$ cat src/rtl/pipe_cla_alu_adder_pkg.sv
// Shared op encodings and sizing helper for the pipelined carry-lookahead
// adder/subtractor/comparator.
package alu_adder_pkg;

  typedef enum logic [1:0] {
    OP_ADD  = 2'b00,
    OP_SUB  = 2'b01,
    OP_SLT  = 2'b10,
    OP_SLTU = 2'b11
  } alu_op_e;

  function automatic int ngrp(input int width, input int block);
    return width / block;
  endfunction

endpackage

$ cat src/rtl/pipe_cla_alu_adder_cla_group.sv
// One BLOCK-bit lookahead group: bit sums for a given carry-in plus the
// group generate/propagate and carry-out.
module cla_group #(
  parameter int BLOCK = 4
) (
  input  logic [BLOCK-1:0] a,
  input  logic [BLOCK-1:0] b,
  input  logic             cin,
  output logic [BLOCK-1:0] sum,
  output logic             g_grp,
  output logic             p_grp,
  output logic             cout
);

  logic [BLOCK-1:0] g_s;
  logic [BLOCK-1:0] p_s;
  logic             carry_s;

  assign g_s = a & b;
  assign p_s = a | b;

  // Bit carries inside the group; G/P fold from LSB towards MSB
  always_comb begin
    carry_s = cin;
    g_grp   = 1'b0;
    p_grp   = 1'b1;
    sum     = '0;
    for (int i = 0; i < BLOCK; i++) begin
      sum[i]  = a[i] ^ b[i] ^ carry_s;
      carry_s = g_s[i] | (p_s[i] & carry_s);
      g_grp   = g_s[i] | (p_s[i] & g_grp);
      p_grp   = p_grp & p_s[i];
    end
    cout = carry_s;
  end

endmodule

$ cat src/rtl/pipe_cla_alu_adder.sv
// Two-stage pipelined CLA add/sub/slt/sltu: stage 1 conditions operands and
// forms group G/P, stage 2 resolves group carries and forms the result.
module pipe_cla_alu_adder
  import alu_adder_pkg::*;
#(
  parameter  int WIDTH = 32,
  parameter  int BLOCK = 4,
  localparam int NGRP  = ngrp(WIDTH, BLOCK)
) (
  input  logic             clk,
  input  logic             resetn,
  input  logic             in_valid,
  output logic             in_ready,
  input  logic [WIDTH-1:0] in_a,
  input  logic [WIDTH-1:0] in_b,
  input  logic [1:0]       in_op,
  input  logic             flush,
  output logic             out_valid,
  input  logic             out_ready,
  output logic [WIDTH-1:0] out_result,
  output logic             out_cout,
  output logic             out_ovf,
  output logic [NGRP-1:0]  out_grp_g,
  output logic [NGRP-1:0]  out_grp_p
);

  logic             s2_adv_s;
  logic             accept_s;
  logic [WIDTH-1:0] b_cond_s;
  logic             cin_s;
  logic [NGRP-1:0]  s1_grp_g_s;
  logic [NGRP-1:0]  s1_grp_p_s;
  logic [WIDTH-1:0] s1_sum_unused;
  logic [NGRP-1:0]  s1_cout_unused;
  logic [NGRP:0]    grp_c_s;
  logic             chain_s;
  logic [WIDTH-1:0] sum_s;
  logic [NGRP-1:0]  s2_g_unused;
  logic [NGRP-1:0]  s2_p_unused;
  logic [NGRP-1:0]  s2_cout_unused;
  logic             ovf_raw_s;
  logic [WIDTH-1:0] res_s;
  logic             ovf_s;

  logic             s1_valid_q, s1_valid_d;
  logic [WIDTH-1:0] s1_a_q, s1_a_d;
  logic [WIDTH-1:0] s1_b_q, s1_b_d;
  logic             s1_cin_q, s1_cin_d;
  alu_op_e          s1_op_q, s1_op_d;
  logic [NGRP-1:0]  s1_g_q, s1_g_d;
  logic [NGRP-1:0]  s1_p_q, s1_p_d;
  logic             s2_valid_q, s2_valid_d;
  logic [WIDTH-1:0] s2_result_q, s2_result_d;
  logic             s2_cout_q, s2_cout_d;
  logic             s2_ovf_q, s2_ovf_d;
  logic [NGRP-1:0]  s2_g_q, s2_g_d;
  logic [NGRP-1:0]  s2_p_q, s2_p_d;

  assign s2_adv_s = ~s2_valid_q | out_ready;
  assign in_ready = ~s1_valid_q | s2_adv_s;
  assign accept_s = in_valid & in_ready & ~flush;

  // Everything except ADD is a - b computed as a + ~b + 1
  always_comb begin
    if (in_op == OP_ADD) begin
      b_cond_s = in_b;
      cin_s    = 1'b0;
    end else begin
      b_cond_s = ~in_b;
      cin_s    = 1'b1;
    end
  end

  for (genvar k = 0; k < NGRP; k++) begin : g_s1_grp
    cla_group #(.BLOCK(BLOCK)) u_gp (
      .a     (in_a[k*BLOCK +: BLOCK]),
      .b     (b_cond_s[k*BLOCK +: BLOCK]),
      .cin   (1'b0),
      .sum   (s1_sum_unused[k*BLOCK +: BLOCK]),
      .g_grp (s1_grp_g_s[k]),
      .p_grp (s1_grp_p_s[k]),
      .cout  (s1_cout_unused[k])
    );
  end

  // Group carry lookahead over the registered G/P
  always_comb begin
    chain_s    = s1_cin_q;
    grp_c_s    = '0;
    grp_c_s[0] = chain_s;
    for (int k = 0; k < NGRP; k++) begin
      chain_s      = s1_g_q[k] | (s1_p_q[k] & chain_s);
      grp_c_s[k+1] = chain_s;
    end
  end

  for (genvar k = 0; k < NGRP; k++) begin : g_s2_grp
    cla_group #(.BLOCK(BLOCK)) u_sum (
      .a     (s1_a_q[k*BLOCK +: BLOCK]),
      .b     (s1_b_q[k*BLOCK +: BLOCK]),
      .cin   (grp_c_s[k]),
      .sum   (sum_s[k*BLOCK +: BLOCK]),
      .g_grp (s2_g_unused[k]),
      .p_grp (s2_p_unused[k]),
      .cout  (s2_cout_unused[k])
    );
  end

  // Result select; compares turn the difference sign or borrow into one bit
  always_comb begin
    ovf_raw_s = (s1_a_q[WIDTH-1] == s1_b_q[WIDTH-1]) & (sum_s[WIDTH-1] != s1_a_q[WIDTH-1]);
    case (s1_op_q)
      OP_ADD, OP_SUB: begin
        res_s = sum_s;
        ovf_s = ovf_raw_s;
      end
      OP_SLT: begin
        res_s = {{(WIDTH-1){1'b0}}, sum_s[WIDTH-1] ^ ovf_raw_s};
        ovf_s = 1'b0;
      end
      OP_SLTU: begin
        res_s = {{(WIDTH-1){1'b0}}, ~grp_c_s[NGRP]};
        ovf_s = 1'b0;
      end
      default: begin
        res_s = '0;
        ovf_s = 1'b0;
      end
    endcase
  end

  // Stage 1 next state: flush wins, otherwise refill whenever there is room
  always_comb begin
    s1_valid_d = s1_valid_q;
    s1_a_d     = s1_a_q;
    s1_b_d     = s1_b_q;
    s1_cin_d   = s1_cin_q;
    s1_op_d    = s1_op_q;
    s1_g_d     = s1_g_q;
    s1_p_d     = s1_p_q;
    if (flush) begin
      s1_valid_d = 1'b0;
    end else if (in_ready) begin
      s1_valid_d = in_valid;
    end else begin
      s1_valid_d = s1_valid_q;
    end
    if (accept_s) begin
      s1_a_d   = in_a;
      s1_b_d   = b_cond_s;
      s1_cin_d = cin_s;
      s1_op_d  = alu_op_e'(in_op);
      s1_g_d   = s1_grp_g_s;
      s1_p_d   = s1_grp_p_s;
    end else begin
      s1_op_d  = s1_op_q;
    end
  end

  // Stage 2 next state: output holds while stalled
  always_comb begin
    s2_valid_d  = s2_valid_q;
    s2_result_d = s2_result_q;
    s2_cout_d   = s2_cout_q;
    s2_ovf_d    = s2_ovf_q;
    s2_g_d      = s2_g_q;
    s2_p_d      = s2_p_q;
    if (flush) begin
      s2_valid_d = 1'b0;
    end else if (s2_adv_s) begin
      s2_valid_d = s1_valid_q;
      if (s1_valid_q) begin
        s2_result_d = res_s;
        s2_cout_d   = grp_c_s[NGRP];
        s2_ovf_d    = ovf_s;
        s2_g_d      = s1_g_q;
        s2_p_d      = s1_p_q;
      end else begin
        s2_result_d = s2_result_q;
      end
    end else begin
      s2_valid_d = s2_valid_q;
    end
  end

  // Pipeline registers
  always_ff @(posedge clk or negedge resetn) begin
    if (!resetn) begin
      s1_valid_q  <= 1'b0;
      s1_a_q      <= '0;
      s1_b_q      <= '0;
      s1_cin_q    <= 1'b0;
      s1_op_q     <= OP_ADD;
      s1_g_q      <= '0;
      s1_p_q      <= '0;
      s2_valid_q  <= 1'b0;
      s2_result_q <= '0;
      s2_cout_q   <= 1'b0;
      s2_ovf_q    <= 1'b0;
      s2_g_q      <= '0;
      s2_p_q      <= '0;
    end else begin
      s1_valid_q  <= s1_valid_d;
      s1_a_q      <= s1_a_d;
      s1_b_q      <= s1_b_d;
      s1_cin_q    <= s1_cin_d;
      s1_op_q     <= s1_op_d;
      s1_g_q      <= s1_g_d;
      s1_p_q      <= s1_p_d;
      s2_valid_q  <= s2_valid_d;
      s2_result_q <= s2_result_d;
      s2_cout_q   <= s2_cout_d;
      s2_ovf_q    <= s2_ovf_d;
      s2_g_q      <= s2_g_d;
      s2_p_q      <= s2_p_d;
    end
  end

  assign out_valid  = s2_valid_q;
  assign out_result = s2_result_q;
  assign out_cout   = s2_cout_q;
  assign out_ovf    = s2_ovf_q;
  assign out_grp_g  = s2_g_q;
  assign out_grp_p  = s2_p_q;

endmodule
$ cat config.mk
export PLATFORM = sky130hd
export DESIGN_NAME = pipe_cla_alu_adder
export DESIGN_NICKNAME = d
export VERILOG_FILES = /design/src/rtl/pipe_cla_alu_adder_pkg.sv /design/src/rtl/pipe_cla_alu_adder_cla_group.sv /design/src/rtl/pipe_cla_alu_adder.sv
export SDC_FILE = /design/constraint.sdc
export NUM_CORES = 1
export LEC_CHECK = 0
export CAP_MARGIN = 30
export CORE_MARGIN = 2
export CORE_UTILIZATION = 53
export CTS_CLUSTER_DIAMETER = 120
export DETAILED_ROUTE_END_ITERATION = 10
export GPL_TIMING_DRIVEN = 0
export PLACE_DENSITY = 0.8
export SYNTH_ARGS = -nofsm -noshare
export SYNTH_HDL_FRONTEND = slang
export SYNTH_SLANG_ARGS = --single-unit
$ cat constraint.sdc
create_clock -name clk -period 3.8 [get_ports clk]
set_clock_uncertainty 0.15 [all_clocks]
set_input_delay 0.57 -clock clk [delete_from_list [all_inputs] [get_ports clk]]
set_output_delay 0.57 -clock clk [all_outputs]
set_load 0.05 [all_outputs]
==> metrics.md <==
| Metric | Value |
|---|---|
| Status | finished with violations |
| Violated checks | hold timing |
| Flop and latch count out of synthesis | between 100 and 150 |
| Sequential area share after synthesis | 0.4958 |
| Drt drc | 0 |
| Std cell rows | 41 |
| P per Cell Area | 652.2 nW/um2 |
| Worst reg2reg setup slack | 0.12 ns |
| Worst slew margin | 0.4892 |
| Drt total wl | 20,420 um |
| DRT Pass-1 Iters | 5 |
| Post-Syn Area | 6814 um2 |
| Final Power | around 0.0058 W |
| # IOs | around 120 |
| Avg Cell Area, Syn | roughly 10 um2 |
| Die width | between 100 and 150 um |
| Post-CTS Resized | 0 |
| Synth async-reset ratio | 1.000 |
| Total CTS buffers | 17 |
| Wirelength per Cell | 20.28 um |
| Endpoints failing hold | 8 |
| Min Tclk post-route | 3.682 ns |
| Worst-path clk slew | 0.06 ns |
| Crit end category | flip-flop |
| Overall Global Routing Usage | 0.3086 |
| Ys Warns | 0 |
| Cell with the most instances after synthesis | nand2_1 |
| Max-Cap Viols | 0 |
| Remaining antenna violation count | 0 |
| Post-synth top cells | 160 x nand2_1, 135 x dfrtp_1, 60 x o21ai_0 |
| Synth cell types | 42 |
| P_leak | 4.017 nW |
| Ant diodes | 0 |
| RR Startpoint | s1_g_q[1]$_DFFE_PN0P_ |
| Initial Util | 0.5422 |
| Critical path class | reg2reg |
| H-tree Lvls | 4 |
| Worst Max-Slew Pin Slew | roughly 0.77 ns |
| Crit Reg-Reg Endpoint | out_ovf$_DFFE_PN0P_ |
| Clock Path Buffers | 2 |
| Hpwl dp | 14,410 um |
| Design area | 8910 um2 |
| Vias/cell | 5.726 |
| Final setup vio count | 0 |
| Post-synthesis cell count | 680 |
| Post-synth EDFFs | 0 |
| Fraction of layout cells with a size suffix above 1 | 0.1006 |
| Worst hold-check path type | in2async |
| Worst setup SP type | flip-flop |
| CP Capture Point | out_ovf$_DFFE_PN0P_ |
| I/O Buffers | 122 |
| F_max | approximately 270 MHz |
| Initial antenna violation count | 0 |
| Post-CTS Repair Setup Buffers | 0 |
| Clock Root Buffer | clkbuf_16 |
| Depth of the worst register-to-register path | 13 |
| RSZ-0062 raised after global routing | no |
| Final max-slew violation count | 0 |
| Sink Count | roughly 140 |
| First-pass GRT wire length | ~32,000 um |
| CP required | 3.94 ns |
| Vias in the first global route | 6,021 |
| Top cell type by total area after synthesis | dfrtp_1 |
| Min Hold Slack | -0.01805 ns |
| GPL Wtd Cong | just under 1 |
| Post-DP Area | 8279 um2 |
| Worst-path fanout max | 5 |
| Worst-Skew Late Latency | ~0.43 ns |
| Largest net degree at the start of global routing | 71 |
| Syn Nets | between 700 and 800 |
| Global route overflow | 0 |
| Die H | 117.4 um |
| Core area | 12,570 um2 |
| CTS Hold Bufs | 0 |
| Final worst-path cycle share | 0.9688 |
| Ys flop type | dfrtp_1 |
| Die area | 13,780 um2 |
| CP startpoint | s1_g_q[1]$_DFFE_PN0P_ |
| Synth-to-Final Area Change | 30.76% |
| Peak supply drop | 0.0004026 V |
| Post-synth top area share | 0.4958 |
| DR iter-0 viols | 581 |
| CTS tree | built |
| Area contributors post-synth | dfrtp_1 50%, nand2_1 8.8%, fa_1 7.1% |
| DR vias | 5,766 |
| Final #Nets | 917 |
| Critical Path AT | 3.83 ns |
==> flip-flops by register name, indices dropped and copies added, names as in the netlist, 2 cells and up <==
register,count
out_result,32
s1_a_q,32
s1_b_q,32
out_grp_g,8
out_grp_p,8
s1_g_q,8
s1_p_q,8
s1_op_q,2
==> routing by layer <==
metal | global-route usage | part of all wire | wire, um | vias to the layer above
li1 | - | - | - | 2545
met1 | 0.4083 | 0.41 | 8442 | 2892
met2 | 0.4942 | 0.48 | 9847 | 274
met3 | 0.05447 | 0.069 | 1408 | 55
met4 | 0.1544 | 0.035 | 719 | 0
met5 | 0 | 0 | 0 | -
==> worst max-delay path, stage by stage, from the launching register on <==
cell and delay, ns:
dfrtp_1 0.47, o21ai_0 0.25, o21ai_1 0.36, and2_1 0.20, a21o_1 0.20, a21oi_1 0.11, fa_1 0.37, inv_1 0.08
fa_1 0.16, inv_1 0.05, fa_1 0.45, and3_1 0.21, o21ai_0 0.36, nand2_1 0.12
==> cells in the final DEF (no fill, tap or decap), drive strengths merged, types with 2 or more instances in the layout <==
master and instances:
mux2i 8, clkdlybuf4s50 121, nand2 160, nor3 2, mux2 19, clkinvlp 5, a21o 3, a22o 8
a211o 8, fa 24, nor2b 3, o221ai 7, nand3b 2, clkbuf 32, dfrtp 135, a21oi 17
inv 55, o31ai 19, clkinv 4, nor2 19, nand2b 5, o211ai 2, buf 22, and3 10
xor2 7, xnor2 41, o21ai 69, o22ai 7, a22oi 10, bufinv 4
==> report_power, final <==
group	switching (W)	internal, W
Combinational	0.00131	0.000768
Clock	0.000639	0.00113
Sequential	0.000211	0.00176
==> final cells by class <==
cell class              instances  area (um2)
fillers                       946        3659
flip-flops and latches        135        3378
clock inverters                13       177.7
clock buffers                  19       452.9
plain buffers                  33       176.4
well taps                     172       215.2
multi-input cells             457        3053
inverters                      55       206.4
repair buffers                123        1250
==> cells by family (layout without fill, tap and decap cells) <==
group                    after synthesis  count (layout)  synth area share
adder cells (fa/ha/maj)               24              24           0.07051
XOR/XNOR                              48              48           0.06721
buffers and inverters                 88             243           0.05619
AND/OR/NAND/NOR                      205             205            0.1252
multiplexers                          27              27           0.04315
flip-flops                           135             135            0.4958
AO/OA/AOI/OAI                        153             153            0.1419
==> worst min path at each step <==
stage	start	endpoint	cells after the start
after floorplan	resetn	out_cout$_DFFE_PN0P_	0
after global placement	out_result[20]$_DFFE_PN0P_	out_result[20]$_DFFE_PN0P_	2
after detailed placement	out_ovf$_DFFE_PN0P_	out_ovf$_DFFE_PN0P_	2
after CTS	resetn	out_result[10]$_DFFE_PN0P_	1
after global routing	resetn	out_result[10]$_DFFE_PN0P_	1
final	resetn	out_result[10]$_DFFE_PN0P_	1
==> through the flow <==
step / setup TNS, ns / hold slack [ns] / util / std cells / setup WS, ns
finish: 0 / -0.01805 / 0.7089 / 1007 / 0.1184
global route: 0 / 0.06623 / 0.7089 / 1007 / 0.07000
CTS: 0 / 0.02202 / 0.7089 / 1007 / 0.1515
detailed placement: 0 / 0.3152 / 0.6587 / 975 / 0.1892
global placement: -427.86 / 0.3091 / 0.6564 / 974 / -3.174
floorplan: 0 / 0.1244 / - / 680 / 0.6838
No activity file was read; power rests on OpenSTA's default activity.
